===== src/rtl/mem_pkg.sv =====
// Shared types for the memory read streamer.
// Holds the controller state encoding.
package mem_pkg;

  typedef enum logic {
    IDLE = 1'b0,
    RUN  = 1'b1
  } state_e;

endpackage


===== src/rtl/mem_rd_stream_if.sv =====
// Output stream handshake bundle.
// master drives valid/data/last, slave drives ready.
interface mem_rd_stream_if #(
  parameter int WIDTH = 32
);

  logic             m_valid;
  logic             m_ready;
  logic [WIDTH-1:0] m_data;
  logic             m_last;

  modport master (
    output m_valid, m_data, m_last,
    input  m_ready
  );

  modport slave (
    input  m_valid, m_data, m_last,
    output m_ready
  );

endinterface


===== src/rtl/sync_fifo.sv =====
// Small synchronous FIFO holding data plus a last flag.
// push_i/wdata_i/wlast_i in, pop_i/rdata_o/rlast_o/empty_o out.
module sync_fifo #(
  parameter int WIDTH = 32,
  parameter int DEPTH = 2
) (
  input  logic             clk,
  input  logic             rst,
  input  logic             push_i,
  input  logic [WIDTH-1:0] wdata_i,
  input  logic             wlast_i,
  input  logic             pop_i,
  output logic [WIDTH-1:0] rdata_o,
  output logic             rlast_o,
  output logic             empty_o
);

  localparam int PW = (DEPTH > 1) ? $clog2(DEPTH) : 1;
  localparam int CW = $clog2(DEPTH + 1);

  logic [WIDTH:0]  mem_q [DEPTH];
  logic [PW-1:0]   wr_q, rd_q;
  logic [CW-1:0]   cnt_q;
  logic            full, do_push, do_pop;

  function automatic logic [PW-1:0] inc(
    input logic [PW-1:0] p
  );
    return (p == PW'(DEPTH - 1)) ? '0 : p + 1'b1;
  endfunction

  assign empty_o = (cnt_q == '0);
  assign full    = (cnt_q == CW'(DEPTH));
  assign do_pop  = pop_i && !empty_o;
  // a full FIFO may still accept when the head leaves this cycle
  assign do_push = push_i && (!full || do_pop);

  // head is zeroed when empty so stale words never leak out
  assign {rlast_o, rdata_o} =
    empty_o ? '0 : mem_q[rd_q];

  always_ff @(posedge clk) begin
    if (rst) begin
      wr_q  <= '0;
      rd_q  <= '0;
      cnt_q <= '0;
    end else begin
      if (do_push) begin
        mem_q[wr_q] <= {wlast_i, wdata_i};
        wr_q        <= inc(wr_q);
      end
      if (do_pop) rd_q <= inc(rd_q);
      cnt_q <= cnt_q + CW'(do_push) - CW'(do_pop);
    end
  end

endmodule


===== src/rtl/mem_rd_stream.sv =====
// Streams a burst of words from a memory read port.
// start/base_addr/len cmd, busy/done status,
// enB/addrB/doutB mem port B, m stream out.
module mem_rd_stream
  import mem_pkg::*;
#(
  parameter int WIDTH  = 32,
  parameter int DEPTH  = 512,
  parameter int RD_LAT = 1
) (
  input  logic                     clk,
  input  logic                     rst,
  input  logic                     start,
  input  logic [$clog2(DEPTH)-1:0] base_addr,
  input  logic [$clog2(DEPTH):0]   len,
  output logic                     busy,
  output logic                     done,
  output logic                     enB,
  output logic [$clog2(DEPTH)-1:0] addrB,
  input  logic [WIDTH-1:0]         doutB,
  mem_rd_stream_if.master          m
);

  localparam int AW  = $clog2(DEPTH);
  localparam int LW  = AW + 1;
  localparam int CAP = RD_LAT + 1;
  localparam int OW  = $clog2(CAP + 1);

  state_e           state_q;
  logic [AW-1:0]    ptr_q, last_addr_q;
  logic [LW-1:0]    len_q, iss_q;
  logic [OW-1:0]    out_q;
  logic [RD_LAT-1:0] fl_v_q, fl_l_q;
  logic             busy_q, done_q;

  logic             go, room, run_en, pop;
  logic             f_empty, rd_last, idle;
  logic [AW-1:0]    rd_addr;
  logic [LW-1:0]    rd_idx, rd_len;

  function automatic logic [AW-1:0] nxt(
    input logic [AW-1:0] a
  );
    return (a == AW'(DEPTH - 1)) ? '0 : a + 1'b1;
  endfunction

  assign idle = (state_q == IDLE);
  assign go   = idle && start && !rst;
  assign pop  = m.m_valid && m.m_ready;

  // out_q counts words buffered plus reads in flight;
  // a word leaving this cycle frees its slot for a new read
  assign room = 32'(out_q) < 32'(CAP) + 32'(pop);

  assign run_en = !idle && !rst && room &&
                  (iss_q < len_q);

  // the first read goes out in the start cycle itself
  assign enB = (go && (len != '0)) || run_en;

  assign rd_addr = idle ? base_addr : ptr_q;
  assign rd_idx  = idle ? '0 : iss_q;
  assign rd_len  = idle ? len : len_q;
  assign rd_last = (rd_idx == rd_len - 1'b1);
  assign addrB   = enB ? rd_addr : last_addr_q;

  assign busy = busy_q;
  assign done = done_q;
  assign m.m_valid = !f_empty;

  always_ff @(posedge clk) begin
    if (rst) begin
      state_q     <= IDLE;
      ptr_q       <= '0;
      last_addr_q <= '0;
      len_q       <= '0;
      iss_q       <= '0;
      out_q       <= '0;
      fl_v_q      <= '0;
      fl_l_q      <= '0;
      busy_q      <= 1'b0;
      done_q      <= 1'b0;
    end else begin
      done_q <= 1'b0;
      if (enB) begin
        last_addr_q <= rd_addr;
        ptr_q       <= nxt(rd_addr);
        iss_q       <= rd_idx + 1'b1;
      end
      out_q  <= out_q + OW'(enB) - OW'(pop);
      fl_v_q <= (fl_v_q << 1) | RD_LAT'(enB);
      fl_l_q <= (fl_l_q << 1) |
                RD_LAT'(enB && rd_last);
      unique case (state_q)
        IDLE: begin
          if (go) begin
            if (len != '0) begin
              state_q <= RUN;
              len_q   <= len;
              busy_q  <= 1'b1;
            end else begin
              done_q  <= 1'b1;
            end
          end
        end
        RUN: begin
          if (pop && m.m_last) begin
            state_q <= IDLE;
            busy_q  <= 1'b0;
            done_q  <= 1'b1;
          end
        end
      endcase
    end
  end

  sync_fifo #(
    .WIDTH (WIDTH),
    .DEPTH (CAP)
  ) u_fifo (
    .clk     (clk),
    .rst     (rst),
    .push_i  (fl_v_q[RD_LAT-1]),
    .wdata_i (doutB),
    .wlast_i (fl_l_q[RD_LAT-1]),
    .pop_i   (pop),
    .rdata_o (m.m_data),
    .rlast_o (m.m_last),
    .empty_o (f_empty)
  );

endmodule


===== src/flat_wrapper.sv =====
// flat-port wrapper written by rule: the top's interface ports become plain ports
module mem_rd_stream_flat import mem_pkg::*;
#(
  parameter int WIDTH  = 32,
  parameter int DEPTH  = 512,
  parameter int RD_LAT = 1
)
  (clk, rst, start, base_addr, len, busy, done, enB, addrB, doutB, m_m_valid, m_m_data, m_m_last, m_m_ready);
  mem_rd_stream_if #(.WIDTH(WIDTH)) m_i ();
  input  logic clk;
  input  logic rst;
  input  logic start;
  input  logic [$clog2(DEPTH)-1:0] base_addr;
  input  logic [$clog2(DEPTH):0] len;
  output logic busy;
  output logic done;
  output logic enB;
  output logic [$clog2(DEPTH)-1:0] addrB;
  input  logic [WIDTH-1:0] doutB;
  output wire logic [$bits(m_i.m_valid)-1:0] m_m_valid;
  output wire logic [$bits(m_i.m_data)-1:0] m_m_data;
  output wire logic [$bits(m_i.m_last)-1:0] m_m_last;
  input wire logic [$bits(m_i.m_ready)-1:0] m_m_ready;
  assign m_m_valid = m_i.m_valid;
  assign m_m_data = m_i.m_data;
  assign m_m_last = m_i.m_last;
  assign m_i.m_ready = m_m_ready;
  mem_rd_stream #(.WIDTH(WIDTH), .DEPTH(DEPTH), .RD_LAT(RD_LAT)) u_core (.clk(clk), .rst(rst), .start(start), .base_addr(base_addr), .len(len), .busy(busy), .done(done), .enB(enB), .addrB(addrB), .doutB(doutB), .m(m_i));
endmodule

===== config.mk =====
export PLATFORM = sky130hd
export DESIGN_NAME = mem_rd_stream_flat
export DESIGN_NICKNAME = d
export VERILOG_FILES = /design/src/rtl/mem_pkg.sv /design/src/rtl/mem_rd_stream_if.sv /design/src/rtl/sync_fifo.sv /design/src/rtl/mem_rd_stream.sv /design/src/flat_wrapper.sv
export SDC_FILE = /design/constraint.sdc
export NUM_CORES = 1
export LEC_CHECK = 0
export CAP_MARGIN = 20
export CORE_ASPECT_RATIO = 2
export CORE_MARGIN = 8
export CORE_UTILIZATION = 51
export DETAILED_ROUTE_END_ITERATION = 8
export HOLD_SLACK_MARGIN = 0.15
export PLACE_DENSITY = 0.78
export SLEW_MARGIN = 5
export SYNTH_ARGS = -nofsm -noshare
export SYNTH_HDL_FRONTEND = slang
export SYNTH_HIERARCHICAL = 1
export SYNTH_SLANG_ARGS = --single-unit

===== constraint.sdc =====
create_clock -name clk -period 12.25 [get_ports clk]
set_input_delay 1.8375 -clock clk [delete_from_list [all_inputs] [get_ports clk]]
set_output_delay 1.8375 -clock clk [all_outputs]
set_load 0.02 [all_outputs]

==> results by group, run 1 <==
Logic synthesis
  • Simple-Gate Fraction of Synth Area: 14.7%
  • Main combinational cell family by area after synthesis: simple AND/OR/NAND/NOR gates
  • Syn_nets: 587
  • Synth Area in XOR/XNOR: 4.52%
  • Fraction of registers with async set/reset: 0%
  • Unique cell type count in the Yosys netlist: 58
  • Warnings from Yosys: 6
  • Mapped Area: 0.00562 mm^2
  • Syn avg cell area: 10.9 um^2
  • EDFF count, synth: 66
  • Post-Synthesis Cells: 514
  • Compound-gate portion of the synthesized area: 8.00%
  • Multiplexer share of the synthesized area: 11.5%
  • Main synth FF type: edfxtp_1
  • Synth Area in Adders: 4.19%
  • Seq/Total Area, Yosys: 53.1%
  • Synthesized flop and latch total: 116

Power
  • P_int: 0.830 mW
  • Power share of the clock group: 40.5%
  • Comb pwr share: 20.6%
  • Reg power frac: 38.9%
  • Power Dens Cells: 159 mW/mm^2
  • Overall power: 1.16 mW
  • Sw frac: 28.2%
  • Leak: 2.57 nW
  • Worst VDD drop: 0.101 mV
  • Net Sw Power: 0.326 mW

STA
  • Post-layout minimum cycle time: 7.41 ns
  • Fmax: 0.135 GHz
  • Smallest setup slack after layout: 4.84 ns
  • WHS: 0.440 ns
  • RSZ-0062 raised after global routing: no
  • Final Hold Vio Count: 0
  • Setup_tns: 0 ns
  • Slew margin rel.: 32.5%
  • Tightest Pin Transition: 1.01 ns
  • Final Max Tran Viols: 0
  • Fin crit share: 60.5%
  • Worst Skew: 0.0126 ns
  • Final setup vio count: 0

Flow run
  • MaxCap Viol Count: 0

Setup path
  • Crit start category: input pin
  • Crit-path max FO: 35
  • Crit end category: primary output
  • Worst Path Buf+Inv: 4
  • Cell Chain, Critical Path: clkdlybuf4s50_1 -> nor2b_1 -> ha_1 -> inv_1 -> ha_1 -> or4b_4 -> a211oi_4 -> a21oi_2 -> clkinv_2 -> mux2_2 -> clkdlybuf4s50_1
  • Worst EP arrival: 5.57 ns
  • Crit path max-delay family: buffers and inverters
  • Crit Path Class: input pin to primary output
  • Slowest cell on crit path: clkdlybuf4s50_1
  • WP data required: 10.41 ns
  • Worst path max stage delay: 0.54 ns
  • Worst r2r src: u_core/u_fifo/cnt_q[0]$_SDFF_PP0_
  • Critical path launch point: m_m_ready

Routing
  • Pre-antenna DRT Iters: 5
  • Detailed Route Iter0 Violations: 127
  • Detailed Route WL: 12700 um
  • Drt via density: 5.50
  • WL/cell: 16.6 um
  • Vias: 4215
  • Number of remaining DRC errors: 0
  • Routed Antenna Nets: 0

Layout
  • # diodes: 0
  • Area delta synth->final: 29.5%
  • Share of layout cells above drive strength 1: 10.0%
  • Final core utilization: 67.3%
  • Most frequent cells in the layout: 99 x clkdlybuf4s50_1, 72 x nor2_1, 66 x edfxtp_1, 52 x mux2i_1, 48 x dfxtp_1
  • Fillcell total: 828
  • Final nets: 687
  • Most common cell after layout, fill and taps aside: clkdlybuf4s50_1

Global routing
  • GRT Residual Overflow: 0
  • GRT Total Usage: 17.5%
  • First-pass GRT wire length: 20800 um
  • Vias in the first global route: 4311
  • Initial antenna violation count: 0
  • Largest net degree at the start of global routing: 55

Floorplanning
  • Die Y: 164 um
  • Initial Utilization: 51.9%
  • Site row count: 54
  • I/O pin total: 101
  • Core Region: 0.0108 mm^2
  • Die width: 90.2 um
  • Die Footprint: 0.0148 mm^2

Placement
  • Hpwl dp: 9320 um
  • Final GP Congestion: 0.911
  • Port buffer count: 100
  • Post-Place Worst Slack: 4.85 ns

Clocking
  • Worst-Skew Late Latency: 0.40 ns
  • Clock tree buffer depth: 2
  • Clock-pin slew on the worst setup and hold paths: 0.06 ns
  • CTS-repair resized insts: 0
  • TritonCTS Sinks: 116
  • Clock tree from TritonCTS: built
  • TritonCTS Buffers: 17
  • Post-CTS Setup Bufs: 0
  • Hold_buf cts: 0
  • Htree depth: 4
  • Root Buffer: clkbuf_16

Hold path
  • HP Class: flop to flop
  • Hold Startpoint: u_core/fl_l_q$_SDFF_PP0_

Run status
  • Status: complete, no violations
## kinds of logic after synthesis
group | Yosys count
AO/OA/AOI/OAI | 68
XOR/XNOR | 29
adder cells (fa/ha/maj) | 19
buffers and inverters | 46
flip-flops | 116
multiplexers | 63
AND/OR/NAND/NOR | 173
## path summary, 6_finish.rpt
path | end | slack, ns | cells past startpoint
setup / recovery | addrB[0] | 4.84 | 11
hold / removal | u_core/u_fifo/mem_q[0][32]$_DFFE_PP_ | 0.44 | 0
setup reg to reg | u_core/last_addr_q[1]$_SDFF_PP0_ | 8.53 | 12
hold reg to reg | u_core/u_fifo/mem_q[0][32]$_DFFE_PP_ | 0.44 | 0
## flip-flops by register name, indices dropped and copies added (netlist names), named ones only
register and count:
u_core/busy 1, u_core/ptr_q 9, u_core/u_fifo/cnt_q 2, u_core/state_q 1
u_core/fl_l_q 1, u_core/u_fifo/mem_q 66, u_core/u_fifo/wr_q 1, u_core/iss_q 10
u_core/fl_v_q 1, u_core/last_addr_q 9, u_core/done 1, u_core/out_q 2
u_core/len_q 10, u_core/u_fifo/rd_q 1
## metal layers
layer,GRT usage (%),part of all wire [%]
met2,33.6,56
met1,16.6,37
met4,8.85,3.1
met3,4.69,4.7
met5,0,0
## cells in the mapped netlist (all sizes together) (15+ instances only)
cell    instances  share of area (%)
ha             18                4.0
nor2b          15                1.7
mux2i          52                9.3
a21oi          32                2.9
xnor2          16                2.5
buf            15                1.8
dfxtp          50                 18
nand3          16                1.4
inv            21                1.4
nand2          32                2.1
nor2           73                4.9
edfxtp         66                 35
## final cells by class
class	count	area, um^2	share of cell area, %
clock inverters	15	145	2.00
multi-input cells	352	2420	33.3
repair buffers	105	1030	14.2
clock buffers	17	425	5.85
flip-flops and latches	116	2990	41.1
well taps	140	175	2.41
inverters	22	83.8	1.15
## power by group through the flow
stage / registers [mW] / clock network (mW) / logic, mW
after CTS: 0.450 / 0.479 / 0.241
after floorplan: 0.451 / 0 / 0.147
after detailed placement: 0.458 / 0 / 0.239
final: 0.450 / 0.468 / 0.238
after global placement: 0.456 / 0 / 0.235
after global routing: 0.452 / 0.494 / 0.259
## metrics by stage
step | cell area (um^2) | std cells
2_1_floorplan | 5620 | 514
3_3_place_gp | 6700 | 735
3_5_place_dp | 6700 | 735
4_1_cts | 7270 | 767
5_1_grt | 7270 | 767
6_report | 7270 | 767
Power figures use the tool's default switching activity.
==> run 2: changes to the inputs <==
Clock period 12.25 ns to 7.5 ns, I/O delays scaled along.
==> run 2 against run 1 <==
Register-to-register slack got worse by 4.8 ns. Routed wire length is 3.4% higher. Worst setup slack worse by 3.4 ns. Total power up 68%. Clock power increased by 74%. Core utilization is 0.35 points higher. Largest power group unchanged.
==> results by group, run 2 (synthesis results as in run 1) <==
Power
  • Leak: 2.59 nW (was 2.57 nW)
  • Worst VDD drop: 0.183 mV (was 0.101 mV)
  • Power Dens Cells: 265 mW/mm^2 (was 159 mW/mm^2)

Clocking
  • CTS-repair resized insts: 0 (unchanged)
  • Hold_buf cts: 0 (unchanged)
  • Clock tree from TritonCTS: built (unchanged)
  • Clock-pin slew on the worst setup and hold paths: 0.05 ns (was 0.06 ns)
  • TritonCTS Buffers: 17 (unchanged)
  • Root Buffer: clkbuf_16 (unchanged)
  • Worst-Skew Late Latency: 0.40 ns (about the same)
  • TritonCTS Sinks: 116 (unchanged)
  • Clock tree buffer depth: 2 (unchanged)
  • Post-CTS Setup Bufs: 0 (unchanged)
  • Htree depth: 4 (unchanged)

STA
  • Fmax: 0.166 GHz
  • Final Hold Vio Count: 0 (unchanged)
  • Post-layout minimum cycle time: 6.01 ns
  • WHS: 0.430 ns (was 0.440 ns)
  • Setup_tns: 0 ns (unchanged)
  • Final setup vio count: 0 (unchanged)
  • Smallest setup slack after layout: 1.49 ns (was 4.84 ns)
  • Fin crit share: 80.1%
  • Tightest Pin Transition: 1.01 ns (about the same)
  • Slew margin rel.: 32.7% (was 32.5%)
  • Final Max Tran Viols: 0 (unchanged)
  • Worst Skew: 0.00701 ns (was 0.0126 ns)
  • RSZ-0062 raised after global routing: no (unchanged)

Routing
  • Drt via density: 5.45 (was 5.50)
  • Met2 routed wirelength: 7390 um (was 7080 um)
  • Detailed Route WL: 13100 um (was 12700 um)
  • Met1 Wirelength: 4780 um (was 4660 um)
  • Detailed Route Iter0 Violations: 166 (was 127)
  • WL/cell: 17.1 um (was 16.6 um)
  • Number of remaining DRC errors: 0 (unchanged)
  • Metal3 WL: 635 um (was 592 um)
  • Pre-antenna DRT Iters: 5 (unchanged)
  • Top layer in use: met4 (unchanged)
  • Vias: 4182 (was 4215)
  • Routed Antenna Nets: 0 (unchanged)

Placement
  • Placement Cell Area: 0.00670 mm^2 (unchanged)
  • Port buffer count: 100 (unchanged)
  • Final GP Congestion: 0.922 (was 0.911)
  • Post-Place Worst Slack: 1.50 ns (was 4.85 ns)
  • Hpwl dp: 9580 um (was 9320 um)

Flow run
  • MaxCap Viol Count: 0 (unchanged)

Floorplanning
  • Die Y: 164 um (unchanged)
  • Site row count: 54 (unchanged)
  • Initial Utilization: 51.9% (unchanged)
  • I/O pin total: 101 (unchanged)
  • Die Footprint: 0.0148 mm^2 (unchanged)
  • Die width: 90.2 um (unchanged)
  • Core Region: 0.0108 mm^2 (unchanged)

Layout
  • Design Area, Final: 0.00731 mm^2 (was 0.00727 mm^2)
  • Final nets: 687 (unchanged)
  • Most frequent cells in the layout: 99 x clkdlybuf4s50_1, 72 x nor2_1, 66 x edfxtp_1, 52 x mux2i_1, 48 x dfxtp_1 (unchanged)
  • Most common cell after layout, fill and taps aside: clkdlybuf4s50_1 (unchanged)
  • Final core utilization: 67.6% (was 67.3%)
  • Max reg flops: 66 (unchanged)
  • Most flops, register: u_core/u_fifo/mem_q (unchanged)
  • # diodes: 0 (unchanged)
  • Share of layout cells above drive strength 1: 9.89% (was 10.0%)
  • Fillcell total: 819 (was 828)
  • Top Registers: u_core/u_fifo/mem_q: 66 flops, u_core/iss_q: 10 flops, u_core/len_q: 10 flops (unchanged)
  • Area delta synth->final: 30.1% (was 29.5%)

Global routing
  • GRT Residual Overflow: 0 (unchanged)
  • First-pass GRT wire length: 21100 um (was 20800 um)
  • Largest net degree at the start of global routing: 55 (unchanged)
  • GRT Total Usage: 17.9% (was 17.5%)
  • Vias in the first global route: 4281 (was 4311)
  • Initial antenna violation count: 0 (unchanged)

Setup path
  • Crit path max-delay family: buffers and inverters (unchanged)
  • Worst Path Buf+Inv: 4 (unchanged)
  • Crit start category: input pin (unchanged)
  • Crit end category: primary output (unchanged)
  • Worst path max stage delay: 0.55 ns (was 0.54 ns)
  • Crit-path max FO: 35 (unchanged)
  • Crit Path Class: input pin to primary output (unchanged)
  • WP data required: 6.38 ns (was 10.41 ns)
  • Worst EP arrival: 4.89 ns (was 5.57 ns)
  • Cell Chain, Critical Path: clkdlybuf4s50_1 -> nor2b_1 -> ha_1 -> inv_1 -> ha_1 -> or4b_4 -> a211oi_4 -> a21oi_2 -> clkinv_2 -> mux2_2 -> clkdlybuf4s50_1 (unchanged)
  • Slowest cell on crit path: clkdlybuf4s50_1 (unchanged)

Hold path
  • HP Class: flop to flop (unchanged)

Run status
  • Status: complete, no violations (unchanged)
[run 2: cell types whose count changed in the layout (fill, tap and decap cells not counted)]
| cell | change |
|---|---|
| bufinv_16 | +2 |
| clkbuf_1 | +1 |
| clkinv_4 | +5 |
| clkinvlp_4 | -2 |
| inv_6 | -5 |
| inv_8 | -1 |
[run 2: where the power goes]
group          total, mW  internal, mW  switching (mW)
combinational      0.391         0.182           0.209
sequential         0.735         0.709          0.0253
clock              0.812         0.526           0.286
total               1.94          1.42           0.520
[run 2: through the flow]
step,total power [mW],instances
2_1_floorplan,0.978,514
3_3_place_gp,1.13,735
3_5_place_dp,1.14,735
4_1_cts,1.96,767
5_1_grt,2.02,767
6_report,1.94,767
[run 2: metal layers]
metal / track usage, % / up-vias
met5: 0 / -
met1: 16.6 / 1988
met2: 34.9 / 132
met3: 4.37 / 29
met4: 9.00 / 0
li1: - / 2033
[run 2: final timing paths]
kind | from | to | slack (ns) | depth (start not counted)
setup / recovery | m_m_ready | addrB[1] | 1.49 | 11
hold / removal | u_core/fl_l_q$_SDFF_PP0_ | u_core/u_fifo/mem_q[0][32]$_DFFE_PP_ | 0.43 | 0
setup reg to reg | u_core/u_fifo/cnt_q[0]$_SDFF_PP0_ | u_core/last_addr_q[1]$_SDFF_PP0_ | 3.73 | 12
hold reg to reg | u_core/fl_l_q$_SDFF_PP0_ | u_core/u_fifo/mem_q[0][32]$_DFFE_PP_ | 0.43 | 0
[run 2: final cells by class]
type                            count  area [um^2]  share of cell area, %
Clock inverter                     14          179                   2.45
Clock buffer                       18          429                   5.87
Sequential cell                   116         2990                   40.8
Multi-Input combinational cell    352         2420                   33.1
Tap cell                          140          175                   2.40
Inverter                           22         83.8                   1.15
Timing Repair Buffer              105         1030                   14.1
[run 2: worst reg2reg max path, delay by kind of cell (launching register included)]
family / cells / cell delay (ns)
compound gates: 2 / 0.46
fa+ha+maj: 2 / 0.41
buf+inv: 3 / 0.76
flops: 1 / 0.43
mux: 1 / 0.42
simple gates: 4 / 1.16
==> run 3: changes to the inputs <==
Settings changed: CORE_UTILIZATION 51 to 48, PLACE_DENSITY 0.78 to 0.77.
Clock period 7.5 ns to 5.06 ns, I/O delays scaled along.
==> run 3 against run 2 <==
Worst setup slack worse by 1.2 ns. Register-to-register slack worse by 1.7 ns. Non-clock buffer count is 4 higher. Clock-buffer cell count is 1 lower. Die area is 5.4% higher. Critical path depth stayed put. Clock skew hardly changed. Sequential cell count stayed put. Sequential share of layout area hardly changed. Cell count is 1.2% higher.
==> results by group, run 3 (synthesis results as in run 1) <==
Run status
  • Status: complete, no violations (unchanged)

Clocking
  • Post-CTS Setup Bufs: 0 (unchanged)
  • CTS-repair resized insts: 0 (unchanged)
  • Clock tree buffer depth: 2 (unchanged)
  • Clock tree from TritonCTS: built (unchanged)
  • TritonCTS Sinks: 116 (unchanged)
  • Worst-Skew Late Latency: 0.41 ns (was 0.40 ns)
  • TritonCTS Buffers: 17 (unchanged)
  • Htree depth: 4 (unchanged)
  • Root Buffer: clkbuf_16 (unchanged)
  • Hold_buf cts: 0 (unchanged)
  • Clock-pin slew on the worst setup and hold paths: 0.06 ns (was 0.05 ns)

Routing
  • Detailed Route WL: 12300 um (was 13100 um)
  • Detailed Route Iter0 Violations: 221 (was 166)
  • Drt via density: 5.24 (was 5.45)
  • Number of remaining DRC errors: 0 (unchanged)
  • Routed Antenna Nets: 0 (unchanged)
  • Vias: 4070 (was 4182)
  • WL/cell: 15.8 um (was 17.1 um)
  • Pre-antenna DRT Iters: 5 (unchanged)

Setup path
  • Crit path depth: 11 (unchanged)
  • Cell Chain, Critical Path: clkdlybuf4s50_1 -> nor2b_1 -> ha_1 -> inv_1 -> ha_1 -> or4b_4 -> a211oi_4 -> a21oi_2 -> clkinv_2 -> mux2_2 -> clkdlybuf4s50_1 (unchanged)
  • Worst Path Buf+Inv: 4 (unchanged)
  • Crit-path max FO: 25 (was 35)
  • WP data required: 4.30 ns (was 6.38 ns)
  • Worst EP arrival: 3.97 ns (was 4.89 ns)
  • Worst r2r src: u_core/u_fifo/cnt_q[0]$_SDFF_PP0_ (unchanged)
  • Worst path max stage delay: 0.54 ns (was 0.55 ns)
  • Crit path max-delay family: buffers and inverters (unchanged)
  • Slowest cell on crit path: clkdlybuf4s50_1 (unchanged)
  • Crit end category: primary output (unchanged)
  • R2r worst-path depth: 11 (was 12)
  • Critical path launch point: m_m_ready (unchanged)
  • Crit start category: input pin (unchanged)
  • Crit Path Class: input pin to primary output (unchanged)

Layout
  • Top Registers: u_core/u_fifo/mem_q: 66 flops, u_core/iss_q: 10 flops, u_core/len_q: 10 flops (unchanged)
  • Share of layout cells above drive strength 1: 10.6% (was 9.89%)
  • Most common cell after layout, fill and taps aside: clkdlybuf4s50_1 (unchanged)
  • Final std cells w/o fill: 776 (was 767)
  • Area delta synth->final: 30.2% (was 30.1%)
  • Final core utilization: 63.2% (was 67.6%)
  • Most frequent cells in the layout: 99 x clkdlybuf4s50_1, 72 x nor2_1, 66 x edfxtp_1, 52 x mux2i_1, 48 x dfxtp_1 (unchanged)
  • Final nets: 691 (was 687)
  • Max reg flops: 66 (unchanged)
  • # diodes: 0 (unchanged)
  • Most flops, register: u_core/u_fifo/mem_q (unchanged)

STA
  • Final Hold Vio Count: 0 (unchanged)
  • Slew margin rel.: 30.9% (was 32.7%)
  • Setup_tns: 0 ns (unchanged)
  • Fin crit share: 93.5%
  • Final setup vio count: 0 (unchanged)
  • Final Max Tran Viols: 0 (unchanged)
  • Tightest Pin Transition: 1.04 ns (was 1.01 ns)
  • Post-layout minimum cycle time: 4.73 ns
  • RSZ-0062 raised after global routing: no (unchanged)
  • Worst Skew: 0.00668 ns (was 0.00701 ns)
  • Fmax: 0.211 GHz

Placement
  • Port buffer count: 100 (unchanged)
  • Placed cells: 744 (was 735)
  • Final GP Congestion: 0.907 (was 0.922)
  • Hpwl dp: 8410 um (was 9580 um)

Power
  • Overall power: 2.81 mW (was 1.94 mW)
  • Worst VDD drop: 0.354 mV (was 0.183 mV)
  • Power Dens Cells: 385 mW/mm^2 (was 265 mW/mm^2)
  • Leak: 2.59 nW (about the same)

Hold path
  • Hold Startpoint: u_core/fl_l_q$_SDFF_PP0_ (unchanged)
  • HP Class: flop to flop (unchanged)
  • WHS Path Cells: 0 (unchanged)

Floorplanning
  • Site row count: 56 (was 54)
  • Die Y: 169 um (was 164 um)
  • I/O pin total: 101 (unchanged)
  • Die width: 92.5 um (was 90.2 um)
  • Initial Utilization: 48.6% (was 51.9%)
  • Core Region: 0.0116 mm^2 (was 0.0108 mm^2)
  • Die Footprint: 0.0156 mm^2 (was 0.0148 mm^2)

Global routing
  • Largest net degree at the start of global routing: 40 (was 55)
  • First-pass GRT wire length: 20300 um (was 21100 um)
  • Initial antenna violation count: 0 (unchanged)
  • GRT Total Usage: 16.2% (was 17.9%)
  • GRT Residual Overflow: 0 (unchanged)
  • Vias in the first global route: 4226 (was 4281)

Flow run
  • MaxCap Viol Count: 0 (unchanged)
-- run 3: cell count changes in the layout (fill, tap and decap cells not counted), moves of 2 or more --
cell        previous run  this run
buf_4                  5         9
clkinvlp_4             0         3
bufinv_16              3         1
clkinv_4               6         4
inv_8                  0         2
-- run 3: per-stage QoR --
stage          hold WS [ns]  worst slack, ns  area, um^2
5_1_grt               0.438            0.177        7310
4_1_cts               0.424            0.292        7310
3_5_place_dp          0.411            0.315        6740
6_report              0.426            0.328        7310
2_1_floorplan         0.404            0.884        5620
3_3_place_gp          0.408            0.362        6740
-- run 3: final timing paths --
path | endpoint | slack [ns]
worst max register to register | u_core/last_addr_q[8]$_SDFF_PP0_ | 2.07
worst min-delay path | u_core/u_fifo/mem_q[0][32]$_DFFE_PP_ | 0.43
worst max-delay path | addrB[8] | 0.33
worst min register to register | u_core/u_fifo/mem_q[0][32]$_DFFE_PP_ | 0.43
-- run 3: routing by layer --
metal / vias to the layer above / routed length, um / track usage, %
met4: 0 / 161 / 6.64
met3: 14 / 721 / 4.39
met1: 1901 / 5270 / 19.2
li1: 2034 / - / -
met2: 121 / 6140 / 26.9
met5: - / 0 / 0
-- run 3: cell type report --
type | instances | area [um^2]
Fill cell | 926 | 4250
Sequential cell | 116 | 2990
Multi-Input combinational cell | 352 | 2420
Timing Repair Buffer | 109 | 1060
Clock buffer | 17 | 425
Tap cell | 145 | 181
Clock inverter | 15 | 150
Inverter | 22 | 83.8
-- run 3: report_power, final --
part | leakage [nW] | total (mW) | internal, mW | switching [mW]
combinational | 1.31 | 0.579 | 0.274 | 0.306
clock | 0.275 | 1.14 | 0.688 | 0.454
sequential | 1.01 | 1.09 | 1.05 | 0.0421
total | 2.59 | 2.81 | 2.01 | 0.802
